File: src/rtl/mac_share_arbiter.sv
// Round-robin arbiter sharing one fixed-latency multiply-add unit among N_REQ requesters.
// Define MAC_SHARE_STATS_EN to add per-requester saturating grant counters (grant_count, stats_clr).
module mac_share_arbiter #(
  parameter int unsigned bus_width   = 8,
  parameter int unsigned N_REQ       = 4,
  parameter int unsigned MAC_LATENCY = 2,
  parameter int unsigned FIFO_DEPTH  = 4
) (
  input  logic                          clk,
  input  logic                          rst_n,
  input  logic [N_REQ-1:0]              req_valid,
  output logic [N_REQ-1:0]              req_ready,
  input  logic [N_REQ*bus_width-1:0]    req_a,
  input  logic [N_REQ*bus_width-1:0]    req_b,
  input  logic [N_REQ*bus_width-1:0]    req_c,
  output logic [bus_width-1:0]          mac_a,
  output logic [bus_width-1:0]          mac_b,
  output logic [bus_width-1:0]          mac_c,
  input  logic [2*bus_width-1:0]        mac_result,
  output logic                          rsp_valid,
  input  logic                          rsp_ready,
  output logic [$clog2(N_REQ)-1:0]      rsp_id,
  output logic [2*bus_width-1:0]        rsp_data,
  output logic                          busy
`ifdef MAC_SHARE_STATS_EN
  ,
  input  logic                          stats_clr,
  output logic [N_REQ*16-1:0]           grant_count
`endif
);

  localparam int unsigned IDW = $clog2(N_REQ);
  localparam int unsigned SW  = IDW + 1;
  localparam int unsigned RW  = 2 * bus_width;
  localparam int unsigned PW  = (FIFO_DEPTH > 1) ? $clog2(FIFO_DEPTH) : 1;
  localparam int unsigned CW  = $clog2(FIFO_DEPTH + 1);

  logic [IDW-1:0]       ptr_q, ptr_d, gnt_idx;
  logic [SW-1:0]        sum;
  logic                 found, issue_ok, hs, pop, push;
  logic [CW-1:0]        out_q, out_d, fcnt_q, fcnt_d;
  logic [PW-1:0]        wr_q, wr_d, rd_q, rd_d;
  logic [bus_width-1:0] mac_a_q, mac_b_q, mac_c_q;
  logic [MAC_LATENCY-1:0] tag_vld_q;
  logic [IDW-1:0]       tag_id_q [MAC_LATENCY];
  logic [IDW-1:0]       fid_q    [FIFO_DEPTH];
  logic [RW-1:0]        fdat_q   [FIFO_DEPTH];

  // Round-robin search starting at the pointer, wrapping modulo N_REQ.
  always_comb begin
    found   = 1'b0;
    gnt_idx = '0;
    sum     = '0;
    for (int unsigned k = 0; k < N_REQ; k++) begin
      sum = SW'(ptr_q) + SW'(k);
      if (sum >= SW'(N_REQ)) sum = sum - SW'(N_REQ);
      if (!found && req_valid[sum[IDW-1:0]]) begin
        found   = 1'b1;
        gnt_idx = sum[IDW-1:0];
      end
    end
  end

  // out_q counts results in flight plus buffered; a same-cycle pop frees a credit.
  always_comb begin
    pop       = rsp_valid && rsp_ready;
    push      = tag_vld_q[MAC_LATENCY-1];
    issue_ok  = (out_q < CW'(FIFO_DEPTH)) || pop;
    hs        = found && issue_ok;
    req_ready = hs ? (N_REQ'(1) << gnt_idx) : '0;
    ptr_d     = ptr_q;
    if (hs) ptr_d = (gnt_idx == IDW'(N_REQ - 1)) ? '0 : gnt_idx + IDW'(1);
    out_d     = out_q + CW'(hs) - CW'(pop);
    fcnt_d    = fcnt_q + CW'(push) - CW'(pop);
    wr_d      = wr_q;
    rd_d      = rd_q;
    if (push) wr_d = (wr_q == PW'(FIFO_DEPTH - 1)) ? '0 : wr_q + PW'(1);
    if (pop)  rd_d = (rd_q == PW'(FIFO_DEPTH - 1)) ? '0 : rd_q + PW'(1);
  end

  always_ff @(posedge clk or negedge rst_n) begin
    if (!rst_n) begin
      ptr_q     <= '0;
      out_q     <= '0;
      fcnt_q    <= '0;
      wr_q      <= '0;
      rd_q      <= '0;
      mac_a_q   <= '0;
      mac_b_q   <= '0;
      mac_c_q   <= '0;
      tag_vld_q <= '0;
      for (int unsigned s = 0; s < MAC_LATENCY; s++) tag_id_q[s] <= '0;
      for (int unsigned e = 0; e < FIFO_DEPTH; e++) begin
        fid_q[e]  <= '0;
        fdat_q[e] <= '0;
      end
    end else begin
      ptr_q  <= ptr_d;
      out_q  <= out_d;
      fcnt_q <= fcnt_d;
      wr_q   <= wr_d;
      rd_q   <= rd_d;
      if (hs) begin
        mac_a_q <= req_a[gnt_idx*bus_width +: bus_width];
        mac_b_q <= req_b[gnt_idx*bus_width +: bus_width];
        mac_c_q <= req_c[gnt_idx*bus_width +: bus_width];
      end
      // Tag pipe tracks which requester owns the result emerging from the unit.
      tag_vld_q[0] <= hs;
      tag_id_q[0]  <= gnt_idx;
      for (int unsigned s = 1; s < MAC_LATENCY; s++) begin
        tag_vld_q[s] <= tag_vld_q[s-1];
        tag_id_q[s]  <= tag_id_q[s-1];
      end
      if (push) begin
        fid_q[wr_q]  <= tag_id_q[MAC_LATENCY-1];
        fdat_q[wr_q] <= mac_result;
      end
    end
  end

  assign mac_a     = mac_a_q;
  assign mac_b     = mac_b_q;
  assign mac_c     = mac_c_q;
  assign rsp_valid = (fcnt_q != '0);
  assign rsp_id    = fid_q[rd_q];
  assign rsp_data  = fdat_q[rd_q];
  assign busy      = (|tag_vld_q) || rsp_valid;

`ifdef MAC_SHARE_STATS_EN
  logic [15:0] gcnt_q [N_REQ];

  // Saturating grant counters; clear wins over a same-cycle increment.
  always_ff @(posedge clk or negedge rst_n) begin
    if (!rst_n) begin
      for (int unsigned i = 0; i < N_REQ; i++) gcnt_q[i] <= '0;
    end else if (stats_clr) begin
      for (int unsigned i = 0; i < N_REQ; i++) gcnt_q[i] <= '0;
    end else if (hs && (gcnt_q[gnt_idx] != 16'hFFFF)) begin
      gcnt_q[gnt_idx] <= gcnt_q[gnt_idx] + 16'd1;
    end
  end

  always_comb begin
    grant_count = '0;
    for (int unsigned i = 0; i < N_REQ; i++) grant_count[i*16 +: 16] = gcnt_q[i];
  end
`endif

endmodule

File: config.mk
export PLATFORM = sky130hd
export DESIGN_NAME = mac_share_arbiter
export DESIGN_NICKNAME = d
export VERILOG_FILES = /design/src/rtl/mac_share_arbiter.sv
export SDC_FILE = /design/constraint.sdc
export NUM_CORES = 1
export LEC_CHECK = 0
export ABC_CLOCK_PERIOD_IN_PS = 5950
export CAP_MARGIN = 20
export CELL_PAD_IN_SITES_DETAIL_PLACEMENT = 1
export CELL_PAD_IN_SITES_GLOBAL_PLACEMENT = 1
export CORE_MARGIN = 2
export CORE_UTILIZATION = 41
export CTS_BUF_LIST = sky130_fd_sc_hd__clkbuf_16
export DETAILED_ROUTE_END_ITERATION = 16
export PLACE_DENSITY = 0.9
export SYNTH_ARGS = -nofsm -noshare
export SYNTH_HDL_FRONTEND = slang
export SYNTH_SLANG_ARGS = --single-unit
export TNS_END_PERCENT = 50
File: constraint.sdc
create_clock -name clk -period 5.95 [get_ports clk]
set_input_delay 1.19 -clock clk [delete_from_list [all_inputs] [get_ports clk]]
set_output_delay 1.19 -clock clk [all_outputs]
set_load 0.02 [all_outputs]
==> impl_summary.log, run 1 <==
INFO  metric gp_congestion = 0.755
INFO  metric ys_types = 35
INFO  metric hold_path.class = reg -> reg
INFO  metric clkLatencyLatePin = 410 ps
INFO  metric power.share.switching = 0.361
INFO  metric yosys.area.top_type = sky130_fd_sc_hd__dfrtp_1
INFO  metric status = complete, no violations
INFO  metric asyncSetResetFlopFracSynth = 1.00
INFO  metric unrepaired_setup_endpoints_after_global_routing = false
INFO  metric period_minus_slack = 5050 ps
INFO  metric gr-usage-met2 = 0.382
INFO  metric synth_area = 5710 sq um
INFO  metric track_usage = 0.217
INFO  metric row_count = 43
INFO  metric synth.cells.most_frequent = 114 x sky130_fd_sc_hd__dfrtp_1, 74 x sky130_fd_sc_hd__mux2_2, 49 x sky130_fd_sc_hd__mux2i_1
INFO  metric setup_total_negative_slack = 0 ps
INFO  metric design.die.area = 14900 sq um
INFO  metric pwr-share-comb = 0.499
INFO  metric post-route-util = 0.583
INFO  metric starting_density_of_the_core = 0.416
INFO  metric cts-root-to-sink-buffers = 2
INFO  metric synth_top_flop_cell = sky130_fd_sc_hd__dfrtp_1
INFO  metric irDropWorstVdd = 0.175 mV
INFO  metric clock_tree.htree_level_count = 4
INFO  metric hpwl = 10.6 mm
INFO  metric seq_power_share = 0.311
INFO  metric max_stage_delay = 610 ps
INFO  metric number_of_ports_placed_on_the_die_boundary = 167
INFO  metric max_freq = 0.198 GHz
INFO  metric grt_pass1_vias = 4650
INFO  metric maxCapViolCount = 0
INFO  metric wl = 15.0 mm
INFO  metric viasPerCell = 5.32
INFO  metric dr_total_vias = 4009
INFO  metric ordered_cell_list_for_the_critical_path = clkdlybuf4s50_1 -> or4_4 -> o21ai_4 -> inv_1 -> and2_1 -> clkdlybuf4s50_1
INFO  metric syn_to_final_growth = 39.9%
INFO  metric routed_wire_length_per_instance = 19.9 microns
INFO  metric worst_pin_slew = 1030 ps
INFO  metric synth_most_common_cell = sky130_fd_sc_hd__dfrtp_1
INFO  metric numPortBuffers = 166
INFO  metric clk_root_buffer_cell = sky130_fd_sc_hd__clkbuf_16
INFO  metric overflow = 0
INFO  metric grt_use_met3 = 0.0932
INFO  metric power_frac_clock = 0.190
INFO  metric floorplan.die.width = 122 microns
INFO  metric critPathLaunchType = input port
INFO  metric drt_pass1_iterations = 4
INFO  metric synth.avg_cell_area = 14.5 sq um
INFO  metric die_h = 122 microns
INFO  metric synth_enable_flop_cells = 0
INFO  metric cts_post_setup_buffers_inserted = 0
INFO  metric detail_route.drc_violations = 0
INFO  metric layout-drive-gt1-share = 0.261
INFO  metric cts.clk_slew.worst_paths = 50 ps
INFO  metric holdBufCountCts = 0
INFO  metric worst-path-max-fanout = 33
INFO  metric largest_net_degree_at_the_start_of_global_routing = 62
INFO  metric core_area = 13700 sq um
INFO  metric leakagePower = 0.00340 uW
INFO  metric timing.final.hold_violations = 0
INFO  metric setup-violations-final = 0
INFO  metric timing.critical_path.mode_cell = sky130_fd_sc_hd__clkdlybuf4s50_1
INFO  metric powerDensity = 580 nW/um^2
INFO  metric worst_ep_arrival_time = 3860 ps
INFO  metric synthesis.nets = 529
INFO  metric number_of_nets_in_the_layout = 698
INFO  metric cts_made_buffers = 17
INFO  metric final_max_slew_viol_count = 0
INFO  metric timing.final.crit_share = 0.848
INFO  metric switchingPower = 1670 uW
INFO  metric num_antenna_cells = 0
INFO  metric count_of_routing_violations_after_the_opening_detailed_route_iteration = 130
INFO  metric grtUsageMet1 = 0.245
INFO  metric yosysSeqAreaShare = 0.499
INFO  metric cellInternalPower = 2970 uW
INFO  metric cts_tree = done
INFO  metric number_of_sinks_driven_by_the_clock_tree = 114
INFO  metric antenna_found_initial = 0
INFO  metric yosysWarnings = 0
INFO  metric synthTopCellsByArea = sky130_fd_sc_hd__dfrtp_1 50%, sky130_fd_sc_hd__mux2_2 15%, sky130_fd_sc_hd__mux2i_1 8.6%
INFO  metric skew = 10.5 ps
INFO  metric grt_most_used_layer = met2
INFO  metric synthesis.instances = 395
INFO  metric maxSlewHeadroom = 0.313
INFO  metric grt_first_pass_wirelength = 24.3 mm
INFO  metric cp.required = 4760 ps
INFO  metric synth_seq_cells = 114
INFO  metric worst_setup_path_end_kind = output port
INFO  metric start_to_end_type_of_the_worst_setup_path = in -> out
INFO  metric cts_resized = 0
INFO  metric yosysTopAreaCellShare = 0.499
INFO  metric critical_path.slowest_cell = sky130_fd_sc_hd__or4_4
INFO  metric ant_nets_after_route = 0
registers in the layout (all words and copies together), names as in the netlist, 3 cells and up:
name and flops:
fid_q 8, mac_b 8, tag_id_q 4, out_q 3, mac_a 8, mac_c 8, fcnt_q 3, fdat_q 64
final timing paths:
path,from,endpoint,slack (ps),cells past startpoint
max,req_valid[0],req_ready[2],900,6
min in group asynchronous,rst_n,fdat_q[19]$_DFFE_PN0P_,810,1
min reg2reg,tag_id_q[3]$_DFF_PN0_,tag_id_q[1]$_DFF_PN0_,370,0
max reg2reg,fcnt_q[1]$_DFF_PN0_,out_q[2]$_DFF_PN0_,3150,7
max in group asynchronous,rst_n,mac_c[2]$_DFFE_PN0P_,3900,2
min,tag_id_q[3]$_DFF_PN0_,tag_id_q[1]$_DFF_PN0_,370,0
metrics by stage:
| stage | area [sq um] | worst slack [ps] | instances | total power, uW | hold slack [ps] |
|---|---|---|---|---|---|
| final | 7990 | 902 | 754 | 4640 | 373 |
| after global routing | 7990 | 781 | 754 | 4940 | 385 |
| after CTS | 7990 | 880 | 754 | 4700 | 373 |
| after detailed placement | 7490 | 889 | 725 | 3780 | 364 |
| after global placement | 7490 | 1020 | 725 | 3640 | 366 |
| after floorplan | 5710 | 2430 | 395 | 2930 | 331 |
cell type report:
| type | instances | area, sq um |
|---|---|---|
| Multi-Input combinational cell | 244 | 2650 |
| Sequential cell | 114 | 2850 |
| Inverter | 16 | 62.6 |
| Tap cell | 180 | 225 |
| Timing Repair Buffer | 171 | 1700 |
| Clock buffer | 17 | 425 |
| Fill cell | 1331 | 5730 |
| Clock inverter | 12 | 80.1 |
cells in the final DEF, fill, tap and decap left out, types with 2 or more instances in the layout:
cell type                         instances
sky130_fd_sc_hd__clkinv_1                 3
sky130_fd_sc_hd__clkdlybuf4s50_1        165
sky130_fd_sc_hd__clkbuf_16               17
sky130_fd_sc_hd__buf_4                    6
sky130_fd_sc_hd__mux2_2                  74
sky130_fd_sc_hd__ha_1                    13
sky130_fd_sc_hd__nand2_1                  8
sky130_fd_sc_hd__or3_1                    3
sky130_fd_sc_hd__mux4_2                  18
sky130_fd_sc_hd__a221oi_2                20
sky130_fd_sc_hd__xnor2_1                  4
sky130_fd_sc_hd__o21ai_0                  4
sky130_fd_sc_hd__fa_1                     2
sky130_fd_sc_hd__clkinv_2                 4
sky130_fd_sc_hd__a211oi_2                 2
sky130_fd_sc_hd__nor2_1                  26
sky130_fd_sc_hd__a221oi_1                 3
sky130_fd_sc_hd__mux2i_1                 49
sky130_fd_sc_hd__inv_1                   18
sky130_fd_sc_hd__nand2b_1                 2
sky130_fd_sc_hd__dfrtp_1                114
sky130_fd_sc_hd__and2_1                   4
routing by layer:
layer / part of all wire / vias up
li1: - / 1793
met1: 0.39 / 2069
met2: 0.53 / 134
met3: 0.075 / 13
met4: 0.010 / 0
met5: 0 / -
worst max-delay path, delay by kind of cell:
| kind | cells | cell delay (ps) |
|---|---|---|
| buf+inv | 3 | 1560 |
| compound gates | 1 | 120 |
| simple gates | 2 | 980 |
power by group through the flow:
| stage | Combinational, uW | Sequential [uW] | Clock [uW] |
|---|---|---|---|
| 3_3_place_gp | 2240 | 1400 | 0 |
| 2_1_floorplan | 1490 | 1440 | 0 |
| 6_report | 2320 | 1440 | 879 |
| 3_5_place_dp | 2330 | 1450 | 0 |
| 4_1_cts | 2350 | 1450 | 897 |
| 5_1_grt | 2500 | 1500 | 940 |
logic make-up after synthesis:
group	synth area share
muxes	0.303
DFF	0.499
and+or+nand+nor	0.0368
AOI/OAI and AO/OA	0.0828
buffers and inverters	0.0366
adders and majority gates	0.0355
xor gates and xnor gates	0.00613
Power figures use the tool's default switching activity.
==> run 2, diff against run 1 <==
--- a/config.mk
+++ b/config.mk
@@ -5,15 +5,15 @@
 export SDC_FILE = /design/constraint.sdc
 export NUM_CORES = 1
 export LEC_CHECK = 0
-export ABC_CLOCK_PERIOD_IN_PS = 5950
+export ABC_CLOCK_PERIOD_IN_PS = 4200
 export CAP_MARGIN = 20
 export CELL_PAD_IN_SITES_DETAIL_PLACEMENT = 1
 export CELL_PAD_IN_SITES_GLOBAL_PLACEMENT = 1
 export CORE_MARGIN = 2
-export CORE_UTILIZATION = 41
+export CORE_UTILIZATION = 35
 export CTS_BUF_LIST = sky130_fd_sc_hd__clkbuf_16
 export DETAILED_ROUTE_END_ITERATION = 16
-export PLACE_DENSITY = 0.9
+export PLACE_DENSITY = 0.82
 export SYNTH_ARGS = -nofsm -noshare
 export SYNTH_HDL_FRONTEND = slang
 export SYNTH_SLANG_ARGS = --single-unit
==> constraint.sdc (replaced) <==
create_clock -name clk -period 4.2 [get_ports clk]
set_input_delay 0.84 -clock clk [delete_from_list [all_inputs] [get_ports clk]]
set_output_delay 0.84 -clock clk [all_outputs]
set_load 0.02 [all_outputs]
==> run 2 against run 1 <==
Worst hold slack got worse by 1.9 ps. Clock power increased by 66%. Wire length up 0.15%. First-iteration DRC count decreased by 15%. Worst setup slack lost 680 ps. Sequential cell count stayed put. Global-route usage down 3.6 points. Critical path depth increased by 2. Register-to-register slack got worse by 1500 ps. Final cell count increased by 5.4%. Critical endpoint is now req_ready[1].
==> impl_summary.log, run 2 (synthesized netlist as in run 1, its figures left out) <==
INFO  metric largest_net_degree_at_the_start_of_global_routing = 77 (was 62)
INFO  metric numPortBuffers = 166 (unchanged)
INFO  metric setup_total_negative_slack = 0 ps (unchanged)
INFO  metric clkLatencyLatePin = 410 ps (about the same)
INFO  metric maxCapViolCount = 0 (unchanged)
INFO  metric hpwl = 10.9 mm (was 10.6 mm)
INFO  metric syn_to_final_growth = 42.6% (was 39.9%)
INFO  metric worst_setup_path_end_kind = output port (unchanged)
INFO  metric worst_pin_slew = 1040 ps (was 1030 ps)
INFO  metric antenna_found_initial = 0 (unchanged)
INFO  metric timing.final.crit_share = 0.946
INFO  metric cts-root-to-sink-buffers = 2 (unchanged)
INFO  metric worst_ep_arrival_time = 3140 ps (was 3860 ps)
INFO  metric viasPerCell = 4.97 (was 5.32)
INFO  metric design.die.area = 17400 sq um (was 14900 sq um)
INFO  metric num_antenna_cells = 0 (unchanged)
INFO  metric starting_density_of_the_core = 0.358 (was 0.416)
INFO  metric ant_nets_after_route = 0 (unchanged)
INFO  metric cts_resized = 0 (unchanged)
INFO  metric track_usage = 0.181 (was 0.217)
INFO  metric clock_tree.htree_level_count = 4 (unchanged)
INFO  metric max_freq = 0.252 GHz
INFO  metric cp.required = 3360 ps (was 4760 ps)
INFO  metric flip_flop_count_of_the_largest_register_all_copies_and_words_added = 64 (unchanged)
INFO  metric core_area = 15900 sq um (was 13700 sq um)
INFO  metric status = complete, no violations (unchanged)
INFO  metric detail_route.drc_violations = 0 (unchanged)
INFO  metric irDropWorstVdd = 0.340 mV (was 0.175 mV)
INFO  metric worst-path-max-fanout = 5 (was 33)
INFO  metric holdBufCountCts = 0 (unchanged)
INFO  metric drt_pass1_iterations = 6 (was 4)
INFO  metric skew = 8.38 ps (was 10.5 ps)
INFO  metric gp_congestion = 0.766 (was 0.755)
INFO  metric wl = 15.0 mm (about the same)
INFO  metric period_minus_slack = 3980 ps
INFO  metric timing.final.hold_violations = 0 (unchanged)
INFO  metric fillCellCount = 1606 (was 1331)
INFO  metric grt_first_pass_wirelength = 24.5 mm (was 24.3 mm)
INFO  metric cts_tree = done (unchanged)
INFO  metric floorplan.die.width = 132 microns (was 122 microns)
INFO  metric row_count = 46 (was 43)
INFO  metric critPathLaunchType = input port (unchanged)
INFO  metric final_max_slew_viol_count = 0 (unchanged)
INFO  metric hold_path.class = reg -> reg (unchanged)
INFO  metric clk_root_buffer_cell = sky130_fd_sc_hd__clkbuf_16 (unchanged)
INFO  metric layout-drive-gt1-share = 0.268 (was 0.261)
INFO  metric routed_wire_length_per_instance = 18.9 microns (was 19.9 microns)
INFO  metric powerDensity = 828 nW/um^2 (was 580 nW/um^2)
INFO  metric layout.cells.most_common_list = 165 x sky130_fd_sc_hd__clkdlybuf4s50_1, 114 x sky130_fd_sc_hd__dfrtp_1, 74 x sky130_fd_sc_hd__mux2_2, 49 x sky130_fd_sc_hd__mux2i_1, 26 x sky130_fd_sc_hd__nor2_1 (unchanged)
INFO  metric dr_total_vias = 3951 (was 4009)
INFO  metric cts_post_setup_buffers_inserted = 0 (unchanged)
INFO  metric overflow = 0 (unchanged)
INFO  metric start_to_end_type_of_the_worst_setup_path = in -> out (unchanged)
INFO  metric die_h = 132 microns (was 122 microns)
INFO  metric maxSlewHeadroom = 0.304 (was 0.313)
INFO  metric number_of_ports_placed_on_the_die_boundary = 167 (unchanged)
INFO  metric cts_made_buffers = 17 (unchanged)
INFO  metric number_of_nets_in_the_layout = 700 (was 698)
INFO  metric cts.clk_slew.worst_paths = 50 ps (about the same)
INFO  metric unrepaired_setup_endpoints_after_global_routing = false (unchanged)
INFO  metric count_of_routing_violations_after_the_opening_detailed_route_iteration = 111 (was 130)
INFO  metric number_of_sinks_driven_by_the_clock_tree = 114 (unchanged)
INFO  metric largest_register = fdat_q (unchanged)
INFO  metric holdWs = 371 ps (was 373 ps)
INFO  metric setup-violations-final = 0 (unchanged)
INFO  metric grt_pass1_vias = 4644 (was 4650)
INFO  metric layout_commonest_cell = sky130_fd_sc_hd__clkdlybuf4s50_1 (unchanged)
INFO  metric leakagePower = 0.00344 uW (was 0.00340 uW)
==> run 2: cell type report <==
type                    instances  area, sq um  share of cell area
repair buffers                173         1710               0.210
well taps                     216          270              0.0332
clock inverters                15          173              0.0212
flip-flops and latches        114         2850               0.350
inverters                      16         62.6             0.00768
clock buffers                  17          425              0.0522
multi-input cells             244         2650               0.325
==> run 2: critical path, stage by stage <==
cell	delay, ps
sky130_fd_sc_hd__clkdlybuf4s50_1	540
sky130_fd_sc_hd__nand2b_1	150
sky130_fd_sc_hd__mux2i_1	140
sky130_fd_sc_hd__a211oi_2	460
sky130_fd_sc_hd__inv_1	130
sky130_fd_sc_hd__ha_1	210
sky130_fd_sc_hd__and2_1	130
sky130_fd_sc_hd__clkdlybuf4s50_1	530
==> run 2: path summary, 6_finish.rpt <==
kind | to | slack, ps | start | cells after the start
worst max-delay path | req_ready[1] | 220 | req_valid[3] | 8
worst min-delay path | tag_id_q[1]$_DFF_PN0_ | 370 | tag_id_q[3]$_DFF_PN0_ | 0
worst max register to register | out_q[2]$_DFF_PN0_ | 1670 | fcnt_q[1]$_DFF_PN0_ | 8
worst min register to register | tag_id_q[1]$_DFF_PN0_ | 370 | tag_id_q[3]$_DFF_PN0_ | 0
max in group asynchronous | fid_q[3]$_DFFE_PN0P_ | 2660 | rst_n | 2
min in group asynchronous | fdat_q[47]$_DFFE_PN0P_ | 580 | rst_n | 1
==> run 2: metal layers <==
metal | track usage | vias up | part of all wire
li1 | - | 1799 | -
met1 | 0.200 | 1994 | 0.39
met2 | 0.312 | 138 | 0.51
met3 | 0.0773 | 20 | 0.085
met4 | 0.0640 | 0 | 0.016
met5 | 0 | - | 0
==> run 2: through the flow <==
step,utilization,cell area (sq um),setup WS [ps],total power [uW],instances
floorplan,-,5710,1380,4150,395
global placement,0.473,7550,320,5190,763
detailed placement,0.473,7550,226,5360,763
CTS,0.511,8150,224,6860,795
global route,0.511,8150,72.7,7170,795
finish,0.511,8150,225,6750,795
==> run 2: where the power goes <==
part,switching (uW),internal (uW)
logic,1510,1750
clock network,484,973
registers,362,1670
total,2350,4400
